[config.mk]
export PLATFORM = sky130hd
export DESIGN_NAME = seq_mult_unit
export DESIGN_NICKNAME = d
export VERILOG_FILES = /design/src/rtl/kgp_alu_pkg.sv /design/src/rtl/seq_mult_unit_adder.sv /design/src/rtl/seq_mult_unit.sv
export SDC_FILE = /design/constraint.sdc
export NUM_CORES = 1
export LEC_CHECK = 0
export CAP_MARGIN = 25
export CELL_PAD_IN_SITES_DETAIL_PLACEMENT = 0
export CELL_PAD_IN_SITES_GLOBAL_PLACEMENT = 1
export CORE_ASPECT_RATIO = 0.75
export CORE_UTILIZATION = 38
export DETAILED_ROUTE_END_ITERATION = 10
export GPL_ROUTABILITY_DRIVEN = 0
export GPL_TIMING_DRIVEN = 0
export MAX_ROUTING_LAYER = met4
export PLACE_DENSITY = 0.88
export SYNTH_ARGS = -nofsm -noshare
export SYNTH_HDL_FRONTEND = slang
export SYNTH_SLANG_ARGS = --single-unit
[constraint.sdc]
create_clock -name clk -period 14.5 [get_ports clk]
set_input_delay 2.9 -clock clk [delete_from_list [all_inputs] [get_ports clk]]
set_output_delay 2.9 -clock clk [all_outputs]
set_load 0.02 [all_outputs]
[src/rtl/kgp_alu_pkg.sv]
// Shared definitions for the KgpRisc ALU multi-cycle units.
//   state_e    : sequencer states of the shift-and-add multiplier
//   KGP_WIDTH  : default datapath width
package kgp_alu_pkg;

    localparam int unsigned KGP_WIDTH = 32;

    typedef enum logic [1:0] {
        ST_IDLE,
        ST_RUN,
        ST_NEG,
        ST_DONE
    } state_e;

endpackage

[src/rtl/seq_mult_unit_adder.sv]
// WIDTH-bit ripple-carry adder built from FullAdder cells.
// Ports:
//   FullAdder     : a, b, cin -> s, cout (single bit)
//   ripple_adder_w: x, y (WIDTH), cin -> s (WIDTH), cout
module FullAdder (
    input  logic a,
    input  logic b,
    input  logic cin,
    output logic s,
    output logic cout
);
    assign s    = a ^ b ^ cin;
    assign cout = (a & b) | (cin & (a ^ b));
endmodule

module ripple_adder_w #(
    parameter int unsigned WIDTH = 32
) (
    input  logic [WIDTH-1:0] x,
    input  logic [WIDTH-1:0] y,
    input  logic             cin,
    output logic [WIDTH-1:0] s,
    output logic             cout
);
    logic [WIDTH:0] c;

    assign c[0] = cin;

    for (genvar i = 0; i < WIDTH; i++) begin : g_fa
        FullAdder u_fa (
            .a   (x[i]),
            .b   (y[i]),
            .cin (c[i]),
            .s   (s[i]),
            .cout(c[i+1])
        );
    end

    assign cout = c[WIDTH];
endmodule

[src/rtl/seq_mult_unit.sv]
// Multi-cycle shift-and-add multiplier, one ripple add per clock.
// Ports:
//   clk, rst (async, active-high)
//   start, a, b, is_signed : request and operands, sampled in IDLE only
//   busy                   : high from the cycle after start until done
//   done                   : one-cycle pulse, product valid from that cycle
//   product                : 2*WIDTH result, held until the next result
// Configuration: define MULT_SIGNED_EN to honour is_signed (magnitude
// multiply followed by a conditional two's-complement NEG cycle).
module seq_mult_unit
    import kgp_alu_pkg::*;
#(
    parameter int unsigned WIDTH = KGP_WIDTH
) (
    input  logic               clk,
    input  logic               rst,
    input  logic               start,
    input  logic [WIDTH-1:0]   a,
    input  logic [WIDTH-1:0]   b,
    input  logic               is_signed,
    output logic               busy,
    output logic               done,
    output logic [2*WIDTH-1:0] product
);
    localparam int unsigned CW = (WIDTH > 1) ? $clog2(WIDTH) : 1;
    localparam logic [CW-1:0] LAST = CW'(WIDTH - 1);

    state_e               state_q;
    logic [WIDTH-1:0]     mcand_q;
    logic [2*WIDTH-1:0]   p_q;
    logic [CW-1:0]        cnt_q;
    logic                 busy_q;
    logic                 done_q;
    logic [2*WIDTH-1:0]   product_q;

    logic [WIDTH-1:0]     addend;
    logic [WIDTH-1:0]     sum_s;
    logic                 sum_c;
    logic [2*WIDTH-1:0]   p_run_d;
    logic [WIDTH-1:0]     a_ld;
    logic [WIDTH-1:0]     b_ld;

    assign addend = p_q[0] ? mcand_q : '0;

    ripple_adder_w #(.WIDTH(WIDTH)) u_add (
        .x   (p_q[2*WIDTH-1:WIDTH]),
        .y   (addend),
        .cin (1'b0),
        .s   (sum_s),
        .cout(sum_c)
    );

    // Adder carry-out lands in the top product bit as the register shifts.
    assign p_run_d = {sum_c, sum_s, p_q[WIDTH-1:1]};

`ifdef MULT_SIGNED_EN
    logic                 neg_q;
    logic                 sgn_q;
    logic [2*WIDTH-1:0]   p_neg_d;

    always_comb begin
        a_ld = a;
        b_ld = b;
        if (is_signed) begin
            if (a[WIDTH-1]) a_ld = ~a + 1'b1;
            if (b[WIDTH-1]) b_ld = ~b + 1'b1;
        end
    end

    assign p_neg_d = neg_q ? (~p_q + 1'b1) : p_q;
`else
    logic unused_is_signed;
    assign unused_is_signed = is_signed;

    always_comb begin
        a_ld = a;
        b_ld = b;
    end
`endif

    always_ff @(posedge clk or posedge rst) begin
        if (rst) begin
            state_q   <= ST_IDLE;
            mcand_q   <= '0;
            p_q       <= '0;
            cnt_q     <= '0;
            busy_q    <= 1'b0;
            done_q    <= 1'b0;
            product_q <= '0;
`ifdef MULT_SIGNED_EN
            neg_q     <= 1'b0;
            sgn_q     <= 1'b0;
`endif
        end else begin
            done_q <= 1'b0;
            unique case (state_q)
                ST_IDLE: begin
                    if (start) begin
                        mcand_q <= a_ld;
                        p_q     <= {{WIDTH{1'b0}}, b_ld};
                        cnt_q   <= '0;
                        busy_q  <= 1'b1;
                        state_q <= ST_RUN;
`ifdef MULT_SIGNED_EN
                        sgn_q   <= is_signed;
                        neg_q   <= is_signed & (a[WIDTH-1] ^ b[WIDTH-1]);
`endif
                    end
                end
                ST_RUN: begin
                    p_q   <= p_run_d;
                    cnt_q <= cnt_q + 1'b1;
                    if (cnt_q == LAST) begin
`ifdef MULT_SIGNED_EN
                        if (sgn_q) begin
                            state_q <= ST_NEG;
                        end else begin
                            product_q <= p_run_d;
                            done_q    <= 1'b1;
                            busy_q    <= 1'b0;
                            state_q   <= ST_DONE;
                        end
`else
                        product_q <= p_run_d;
                        done_q    <= 1'b1;
                        busy_q    <= 1'b0;
                        state_q   <= ST_DONE;
`endif
                    end
                end
`ifdef MULT_SIGNED_EN
                ST_NEG: begin
                    p_q       <= p_neg_d;
                    product_q <= p_neg_d;
                    done_q    <= 1'b1;
                    busy_q    <= 1'b0;
                    state_q   <= ST_DONE;
                end
`endif
                ST_DONE: begin
                    state_q <= ST_IDLE;
                end
                default: begin
                    state_q <= ST_IDLE;
                end
            endcase
        end
    end

    assign busy    = busy_q;
    assign done    = done_q;
    assign product = product_q;

endmodule

# Word level (Yosys, flattened, before mapping)
# Cells that the tools add are included.
classes:
  n_addsub: 1
  multipliers: 0
  n_div: 0
  magnitude_cmp: 0
  eq_ne: 4
  n_shift: 0
  mux: 13
  n_bitwise: 157
  n_reduce_logical: 7
op_table:
  columns: ["cell", "count"]
  rows:
  - ["one-hot mux 64 bit (2 select lines)", 1]
  - ["2-to-1 mux 64 bit", 1]
  - ["bitwise AND 1 bit", 63]
  - ["bitwise XOR 1 bit", 63]
  - ["2-to-1 mux 32 bit", 1]
  - ["bitwise OR 1 bit", 31]
  - ["one-hot mux 5 bit (2 select lines)", 1]
  - ["AND reduction 2 bit", 4]
  - ["adder 5 x 1 -> 5 bit (second input constant)", 1]
  - ["equality test 5 bit (second input constant)", 1]
  - ["2-to-1 mux 5 bit", 1]
  - ["2-to-1 mux 1 bit", 4]
  - ["2-to-1 mux 2 bit", 2]
  - ["inequality test 2 bit (second input constant)", 2]
  - ["one-hot mux 2 bit (2 select lines)", 1]
  - ["AND reduction 3 bit", 1]
  - ["equality test 2 x 1 -> 1 bit (second input constant)", 1]
  - ["logical NOT 2 bit", 1]
  - ["one-hot mux 1 bit (2 select lines)", 1]
  - ["nonzero test 2 bit", 1]
totals:
  register_bits: 169
  latch_bits: 0
  ram_bits: 0
  rom_bits: 0
  inputBits: 68
  output_inout_bits: 66
  elab_cells: 189
  memories: 0

# Logic depth before layout (Yosys ltp)
# Gate-level depths: netlist of run 1.
logic_depth:
  depth_word: 65
  mapped_depth: 38
  mapped_depth_nobuf: 37

# Cells and area by module
# From an unflattened synthesis of run 1, not the netlist that was laid out.
hier_totals:
  cells_unflattened: 553
  area_unflattened_um2: 7738.7
modules_own_cells:
  columns: ["module", "instances", "cells_per_inst", "area_each_um2", "seq_area_each_um2"]
  rows:
  - ["seq_mult_unit", 1, 521, 7098.1, 4229.1]
  - ["FullAdder", 32, 1, 20.0, 0.0]

# Worst setup path before layout of run 1
# OpenSTA, ideal clock, no wires.
synth_path:
  path_type: "flip-flop to flip-flop"
  from: "register p_q[0]"
  to: "register p_q[62]"
  setup_time_ns: 0.132
  arrival_ns: 14.597
  required_ns: 14.368
  setup_slack_ns: -0.229
  path_stages_with_launch: 38
  n_path_buf: 2
  period_less_slack_ns: 14.729
  cell_sequence: "dfrtp_1 -> clkbuf_1 -> clkbuf_1 -> nand2_1 -> fa_1 -> fa_1 -> fa_1 -> fa_1 -> fa_1 -> fa_1 -> fa_1 -> fa_1 -> fa_1 -> fa_1 -> fa_1 -> fa_1 -> fa_1 -> fa_1 -> [... 2 more ...] -> fa_1 -> fa_1 -> fa_1 -> fa_1 -> fa_1 -> inv_1 -> fa_1 -> inv_1 -> fa_1 -> fa_1 -> fa_1 -> fa_1 -> fa_1 -> fa_1 -> fa_1 -> fa_1 -> fa_1 -> o22ai_1"
synth_between:
  elab_chain_cells: 64
  elab_cells_between_ends: 125
  classes_between: "2 x mux; 123 x bitwise"
synth_lines:
  columns: ["item", "line", "text"]
  rows:
  - ["start: declaration", "seq_mult_unit.sv:30", "logic [2*WIDTH-1:0] p_q;"]
  - ["start signal: assignment", "seq_mult_unit.sv:100", "p_q <= {{WIDTH{1'b0}}, b_ld};"]
  - ["start signal: assignment", "seq_mult_unit.sv:111", "p_q <= p_run_d;"]
  - ["2-to-1 mux 32 bit *", "seq_mult_unit.sv:43", "assign addend = p_q[0] ? mcand_q : '0;"]
  - ["bitwise AND 1 bit or bitwise XOR 1 bit (tied branches)", "seq_mult_unit_adder.sv:13", "assign cout = (a & b) | (cin & (a ^ b));"]
  - ["bitwise AND 1 bit", "seq_mult_unit_adder.sv:13", null]
  - ["bitwise OR 1 bit", "seq_mult_unit_adder.sv:13", null]
  - ["bitwise AND 1 bit", "seq_mult_unit_adder.sv:13", null]
  - ["bitwise OR 1 bit", "seq_mult_unit_adder.sv:13", null]
  - ["bitwise AND 1 bit", "seq_mult_unit_adder.sv:13", null]
  - ["bitwise OR 1 bit", "seq_mult_unit_adder.sv:13", null]
  - ["[... 48 more ...]", null, null]
  - ["bitwise AND 1 bit", "seq_mult_unit_adder.sv:13", null]
  - ["bitwise OR 1 bit", "seq_mult_unit_adder.sv:13", null]
  - ["bitwise AND 1 bit", "seq_mult_unit_adder.sv:13", null]
  - ["bitwise OR 1 bit", "seq_mult_unit_adder.sv:13", null]
  - ["bitwise AND 1 bit", "seq_mult_unit_adder.sv:13", null]
  - ["bitwise OR 1 bit", "seq_mult_unit_adder.sv:13", null]
  - ["bitwise XOR 1 bit *", "seq_mult_unit_adder.sv:12", "assign s = a ^ b ^ cin;"]
  - ["one-hot mux 64 bit (2 select lines) *", "seq_mult_unit.sv:96", "unique case (state_q)"]
# Mark *: on every way between the ends. The rest lies on a longest branch, timed or not.
# A chain may end at the register's enable or synchronous reset.

# Final worst setup path of run 1
layout_path:
  from: "register p_q[0]"
  to: "register product_q[62], in the netlist product[62]"
layout_between:
  elab_chain_cells: 63
  elab_cells_between_ends: 124
  classes_between: "1 x mux; 123 x bitwise"
layout_lines:
  columns: ["item", "line", "text"]
  rows:
  - ["2-to-1 mux 32 bit *", "seq_mult_unit.sv:43", null]
  - ["bitwise AND 1 bit or bitwise XOR 1 bit (tied branches)", "seq_mult_unit_adder.sv:13", null]
  - ["bitwise AND 1 bit", "seq_mult_unit_adder.sv:13", null]
  - ["bitwise OR 1 bit", "seq_mult_unit_adder.sv:13", null]
  - ["bitwise AND 1 bit", "seq_mult_unit_adder.sv:13", null]
  - ["bitwise OR 1 bit", "seq_mult_unit_adder.sv:13", null]
  - ["bitwise AND 1 bit", "seq_mult_unit_adder.sv:13", null]
  - ["bitwise OR 1 bit", "seq_mult_unit_adder.sv:13", null]
  - ["[... 47 more ...]", null, null]
  - ["bitwise OR 1 bit", "seq_mult_unit_adder.sv:13", null]
  - ["bitwise AND 1 bit", "seq_mult_unit_adder.sv:13", null]
  - ["bitwise OR 1 bit", "seq_mult_unit_adder.sv:13", null]
  - ["bitwise AND 1 bit", "seq_mult_unit_adder.sv:13", null]
  - ["bitwise OR 1 bit", "seq_mult_unit_adder.sv:13", null]
  - ["bitwise AND 1 bit", "seq_mult_unit_adder.sv:13", null]
  - ["bitwise OR 1 bit", "seq_mult_unit_adder.sv:13", null]
  - ["bitwise XOR 1 bit *", "seq_mult_unit_adder.sv:12", null]
  - ["end signal: assignment", "seq_mult_unit.sv:124", "product_q <= p_run_d;"]
  - ["end: declaration", "seq_mult_unit.sv:34", "logic [2*WIDTH-1:0] product_q;"]
# Marked as above.

==> out/results.txt, run 1 <==
FP Rows: 43
post-synth top area share: 56.6%
Via density: 5.02
DRC: 0
top post-synthesis cells by area: dfrtp_1 (57%), mux2_2 (9.5%), fa_1 (8.3%)
Peak Freq: 0.0715 GHz
total power: 2180 uW
Cells after Synth: 623
placed cell count: 1003
status: completed
Worst EP required: 14.78 ns
Synth Register Bits: 169
Netlist cell types: 27
critical path peak fanout: 7
port bufs: 132
internal power: 1420 uW
pin count of the biggest net entering global routing: 87
top-level I/O count: 134
clock sinks: 169
final setup vio count: 0
ant diodes: 0
Routed wire per std cell: 17.1 microns
Yosys warning count: 0
Net Switching: 755 uW
combinational power share: 40.6%
core box area: 0.0189 sq mm
Clock Tree Buf Depth: 2
Area Overhead vs Synth: 31.6%
clk_skew: 0.0197 ns
Hold Fails Final Rpt: 0
Finished Core Util: 52.0%
clk_lat worst skew: 0.43 ns
CTS tree: built
Nets: 877
TritonCTS Buffers: 17
Syn Nets: 725
DIE AREA: 0.0202 sq mm
slowest cell on the critical path: fa_1
worst setup path class: register to register
CP startpoint kind: register
Starting Density: 39.5%
most frequent cells after synthesis: dfrtp_1 (169), o21ai_0 (69), nand2_1 (66), mux2_2 (63), inv_1 (37)
fin crit share: 96.5%
Multi-input gate area: 0.00295 sq mm
number of routed nets with antenna violations: 0
VDD IR-drop max: 0.000116 V
CTS H-tree depth: 4
clock slew at reported path FFs: 0.06 ns
Clk pwr share: 22.0%
register area share after synthesis: 56.6%
initial DRC count: 297
DRT Wirelength: 17700 microns
HPWL Detailed: 12400 microns
Top FF cell, synth: dfrtp_1
Slew HR: 54.1%
hold-fix buffers at CTS: 0
Avg Cell Area, Syn: 12.0 sq um
most numerous cell in the Yosys netlist: dfrtp_1
initial antenna violation count: 0
Sum Neg Setup Slack: 0 ns
fillers: 1682
Post-synth EDFFs: 0
power per cell area: 222 mW/mm^2
final cell count without fillers: 1035
Slew Viols, Final: 0
ratio of cells with drive above 1 in the final layout: 18.0%
Slew @ Worst Pin: 0.688 ns
first-pass detailed-route iteration total: 4
die height: 123 microns
Setup Fix Bufs, Post-CTS: 0
Die X: 164 microns
worst hold path class: register to register
fraction of registers with async set/reset: 100%
Crit path largest cell delay: 0.54 ns
GRT overflow: 0
RSZ-0062 raised after global routing: no
Crit path top cell by count: fa_2
Storage cell area: 0.00423 sq mm
Switching Share: 34.7%
minimum clock period: 13.99 ns
Critical Path End Type: register
Seq pwr share: 37.4%
Total GRT Usage: 19.4%
max_cap viols: 0
CP Data Arrival Time: 14.27 ns
via count: 5194
Root Driver: clkbuf_16
first-pass GRT wire length: 28600 microns
vias in the first global route: 5273
top cell type by total area after synthesis: dfrtp_1
synthesized area: 0.00747 sq mm
Pleak: 0.00419 uW
layer usage:
metal	share of wire (%)	vias to the layer above	track usage, %
li1	-	2439	-
met1	49	2609	27.6
met2	45	142	27.5
met3	5.6	4	5.60
met4	0.30	0	4.05
met5	0	-	-
layout by cell type (no fill, tap or decap), types with 2 or more instances in the layout:
cell	instances
mux2_2	63
and2_1	2
mux2_1	2
nand2b_1	2
clkbuf_1	15
buf_2	18
dfrtp_1	169
nor2b_1	34
a22oi_1	32
inv_1	36
clkbuf_16	17
clkdlybuf4s50_1	132
clkbuf_8	5
o21ai_0	69
buf_6	3
fa_2	22
fa_1	9
clkinvlp_4	4
bufinv_16	3
a22o_1	2
ha_1	3
buf_1	6
o22ai_1	29
a21oi_1	32
nand2_1	66
flip-flops by register name, summed over array words and instances (netlist names):
register / cells
mcand_q: 32
busy: 1
p_q: 64
state_q: 2
cnt_q: 5
product: 64
done: 1
layout make-up:
cell class / count / share of cell area, %
Tap cell: 247 / 3.15
Timing Repair Buffer: 133 / 13.7
Buffer: 42 / 2.20
Inverter: 37 / 1.49
Clock inverter: 9 / 1.40
Sequential cell: 169 / 43.0
Clock buffer: 23 / 4.97
Multi-Input combinational cell: 375 / 30.0
path summary, 6_finish.rpt:
path / from / to / slack, ns / cells past startpoint
max in group asynchronous: rst / mcand_q[27]$_DFFE_PP0P_ / 10.72 / 3
worst max register to register: p_q[0]$_DFFE_PP0P_ / product[62]$_DFFE_PP0P_ / 0.51 / 38
worst min-delay path: product[63]$_DFFE_PP0P_ / product[63]$_DFFE_PP0P_ / 0.48 / 2
min in group asynchronous: rst / product[33]$_DFFE_PP0P_ / 2.95 / 2
worst max-delay path: p_q[0]$_DFFE_PP0P_ / product[62]$_DFFE_PP0P_ / 0.51 / 38
worst min register to register: product[63]$_DFFE_PP0P_ / product[63]$_DFFE_PP0P_ / 0.48 / 2
through the flow:
step	hold WS (ns)	setup slack, ns	area (sq um)
after floorplan	0.438	0.0435	7480
after global placement	0.455	-0.572	9110
after detailed placement	0.465	-0.698	9140
after CTS	0.484	0.0290	9810
after global routing	0.509	0.0291	9830
final	0.476	0.510	9830
timing repair:
action	in CTS	in global routing
pin swaps	0	0
setup endpoints to repair	6	6
gates resized for setup	14	8
logic make-up (layout without fill, tap and decap cells):
family          after synthesis  after routing  share of synthesized area [%]
mux                          66             66                           9.94
compound gates              166            166                           12.9
flops                       169            169                           56.6
simple gates                109            109                           7.17
fa+ha+maj                    34             34                           8.82
buf+inv                      79            244                           4.58
critical path: cells and delay by family (launching register included):
family / cells / cell delay (ns)
AO/OA/AOI/OAI: 1 / 0.09
flip-flops: 1 / 0.32
adder cells (fa/ha/maj): 32 / 12.91
buffers and inverters: 4 / 0.38
AND/OR/NAND/NOR: 1 / 0.14
power groups by stage:
| stage | logic [uW] | registers, uW | clock network (uW) |
|---|---|---|---|
| 6_report | 885 | 814 | 479 |
| 5_1_grt | 987 | 842 | 510 |
| 4_1_cts | 886 | 814 | 488 |
| 3_5_place_dp | 872 | 819 | 0 |
| 3_3_place_gp | 840 | 816 | 0 |
| 2_1_floorplan | 484 | 872 | 0 |
No activity file was read; power rests on OpenSTA's default activity.
==> run 2: changes to the inputs <==
--- a/config.mk
+++ b/config.mk
@@ -9,12 +9,14 @@
 export CELL_PAD_IN_SITES_DETAIL_PLACEMENT = 0
 export CELL_PAD_IN_SITES_GLOBAL_PLACEMENT = 1
 export CORE_ASPECT_RATIO = 0.75
-export CORE_UTILIZATION = 38
+export CORE_UTILIZATION = 40
+export CTS_BUF_LIST = sky130_fd_sc_hd__clkbuf_2 sky130_fd_sc_hd__clkbuf_4 sky130_fd_sc_hd__clkbuf_8
 export DETAILED_ROUTE_END_ITERATION = 10
 export GPL_ROUTABILITY_DRIVEN = 0
 export GPL_TIMING_DRIVEN = 0
 export MAX_ROUTING_LAYER = met4
-export PLACE_DENSITY = 0.88
+export PLACE_DENSITY = 0.9
 export SYNTH_ARGS = -nofsm -noshare
 export SYNTH_HDL_FRONTEND = slang
+export SYNTH_HIERARCHICAL = 1
 export SYNTH_SLANG_ARGS = --single-unit
==> run 2 against run 1 <==
Against the previous run: area after synthesis rose by 3.7%; non-clock buffer count is 4 lower; first-iteration DRC count down 7.1%; utilization up 0.53 points; sequential share of layout area shrank 0.066 points; global-route usage down 0.43 points; sequential power up 6.0%.
==> out/results.txt, run 2 <==
RSZ-0062 raised after global routing: no
Slew HR: 59.4% (+5.2 points)
VDD IR-drop max: 0.0000886 V (-24%)
initial DRC count: 276 (-7.1%)
first-pass GRT wire length: 28200 microns (-1.3%)
final setup vio count: 0 (unchanged)
Area Overhead vs Synth: 27.2%
max_cap viols: 0 (unchanged)
via count: 4964 (-4.4%)
Slew Viols, Final: 0 (unchanged)
number of routed nets with antenna violations: 0 (unchanged)
critical path peak fanout: 16 (+9)
top post-synthesis cells by area: dfrtp_1 (55%), mux2_2 (8.4%), fa_1 (8.3%)
Post-synth EDFFs: 0 (unchanged)
ant diodes: 0 (unchanged)
Netlist cell types: 30 (+11%)
DRT Wirelength: 17000 microns (-4.3%)
die height: 122 microns (-0.75%)
first-pass detailed-route iteration total: 4 (unchanged)
power per cell area: 221 mW/mm^2 (-0.23%)
synthesized area: 0.00774 sq mm (+3.7%)
worst setup path class: register to register
DIE AREA: 0.0199 sq mm (-1.5%)
hold-fix buffers at CTS: 0 (unchanged)
Hold Fails Final Rpt: 0 (unchanged)
Synth Register Bits: 169 (unchanged)
Peak Freq: 0.0715 GHz (about the same)
fraction of registers with async set/reset: 100% (unchanged)
top cell type by total area after synthesis: dfrtp_1
status: completed
Critical Path End Type: register
most frequent cells in the layout: dfrtp_1 (169), clkdlybuf4s50_1 (132), mux2_2 (58)
clk_lat worst skew: 0.45 ns (+0.02 ns)
clk_skew: 0.0105 ns (-0.00918 ns)
GRT overflow: 0 (unchanged)
register area share after synthesis: 54.6% (-2.0 points)
CP startpoint kind: register
Crit path largest cell delay: 0.57 ns (+0.03 ns)
Sum Neg Setup Slack: 0 ns (unchanged)
commonest non-fill, non-tap cell in the layout: dfrtp_1
Total GRT Usage: 19.0% (-0.43 points)
Die X: 163 microns (-0.76%)
minimum clock period: 13.98 ns (-0.00797 ns)
fin crit share: 96.4% (about the same)
ratio of cells with drive above 1 in the final layout: 21.3% (+3.3 points)
worst hold path class: register to register
TritonCTS Buffers: 17 (unchanged)
initial antenna violation count: 0 (unchanged)
clock sinks: 169 (unchanged)
FP Rows: 43 (unchanged)
Yosys warning count: 6 (+6)
Worst EP required: 14.83 ns (+0.05 ns)
Setup Fix Bufs, Post-CTS: 0 (unchanged)
top-level I/O count: 134 (unchanged)
CTS H-tree depth: 4 (unchanged)
Crit path top cell by count: fa_1
slowest cell on the critical path: dfrtp_1
Starting Density: 41.3% (+1.8 points)
Avg Cell Area, Syn: 14.0 sq um (+17%)
vias in the first global route: 5359 (+1.6%)
Finished Core Util: 52.6% (+0.53 points)
Cells after Synth: 553 (-11%)
Routed wire per std cell: 17.6 microns (+2.7%)
CTS tree: built
Top FF cell, synth: dfrtp_1
Pleak: 0.00446 uW (+6.4%)
Via density: 5.15 (+2.6%)
DRC: 0 (unchanged)
most numerous cell in the Yosys netlist: dfrtp_1
Nets: 806 (-8.1%)
post-synth top area share: 54.6% (-2.0 points)
WP buf/inv: 0 (-4)
port bufs: 132 (unchanged)
worst hold margin: 0.481 ns (+0.00411 ns)
HPWL Detailed: 11800 microns (-4.7%)
CP delay by family, top: adder cells
clock slew at reported path FFs: 0.08 ns (+0.02 ns)
CTS resizes: 0 (-14)
pin count of the biggest net entering global routing: 87 (unchanged)
Root Driver: clkbuf_8
most frequent cells after synthesis: dfrtp_1 (169), mux2_2 (58), mux2_4 (38), a22o_1 (34), o21ai_0 (34)
Syn Nets: 655 (-9.7%)
core box area: 0.0187 sq mm (-0.85%)
CP Data Arrival Time: 14.31 ns (+0.04 ns)
Slew @ Worst Pin: 0.610 ns (-0.0784 ns)
Clock Tree Buf Depth: 2 (unchanged)
run 2: layout make-up:
cell class	instances	area (sq um)
inverters	4	22.5
well taps	247	309
repair buffers	133	1350
clock inverters	11	170
plain buffers	38	216
fillers	1562	8880
clock buffers	21	270
multi-input cells	341	3270
flip-flops and latches	169	4230
run 2: cell families (layout without fill, tap and decap cells):
kind of cell	Yosys count	in the layout	share of synthesized area [%]
buf+inv	43	207	3.04
compound gates	135	135	11.5
simple gates	74	74	6.19
mux	97	97	15.9
other cells	1	1	0.0485
fa+ha+maj	34	34	8.60
flops	169	169	54.6
run 2: stage by stage:
step	instances	total power (uW)	worst slack, ns	cell area (sq um)
4_1_cts	965	2200	0.377	9840
2_1_floorplan	553	1460	1.17	7740
5_1_grt	964	2330	0.00837	9840
6_report	964	2180	0.518	9840
3_5_place_dp	933	1810	0.439	9400
3_3_place_gp	932	1760	0.561	9370
run 2: where the power goes:
part / switching [uW] / internal [uW] / total [uW]
registers: 167 / 696 / 863
logic: 410 / 531 / 941
clock network: 173 / 199 / 372
total: 750 / 1430 / 2180
run 2: layer usage:
metal | routed length (microns) | part of all wire (%) | global-route usage [%] | vias up
li1 | - | - | - | 2262
met1 | 8250 | 49 | 26.7 | 2535
met2 | 7770 | 46 | 28.1 | 151
met3 | 744 | 4.4 | 3.18 | 16
met4 | 208 | 1.2 | 6.19 | 0
met5 | 0 | 0 | - | -
run 2: path summary, 6_finish.rpt:
| kind | from | endpoint | slack [ns] | depth (start not counted) |
|---|---|---|---|---|
| setup / recovery | p_q[0]$_DFFE_PP0P_ | product[62]$_DFFE_PP0P_ | 0.52 | 34 |
| hold / removal | busy$_DFFE_PP0P_ | busy$_DFFE_PP0P_ | 0.48 | 1 |
| setup reg to reg | p_q[0]$_DFFE_PP0P_ | product[62]$_DFFE_PP0P_ | 0.52 | 34 |
| hold reg to reg | busy$_DFFE_PP0P_ | busy$_DFFE_PP0P_ | 0.48 | 1 |
| max in group asynchronous | rst | p_q[8]$_DFFE_PP0P_ | 10.74 | 3 |
| min in group asynchronous | rst | mcand_q[11]$_DFFE_PP0P_ | 2.94 | 2 |
==> run 3: changes to the inputs <==
--- a/config.mk
+++ b/config.mk
@@ -16,6 +16,7 @@
 export GPL_TIMING_DRIVEN = 0
 export MAX_ROUTING_LAYER = met4
 export PLACE_DENSITY = 0.9
+export SLEW_MARGIN = 0
 export SYNTH_ARGS = -nofsm -noshare
 export SYNTH_HDL_FRONTEND = slang
 export SYNTH_HIERARCHICAL = 1
==> results of run 3 <==
No change in the layout: final DEF, timing and power equal those of run 2.
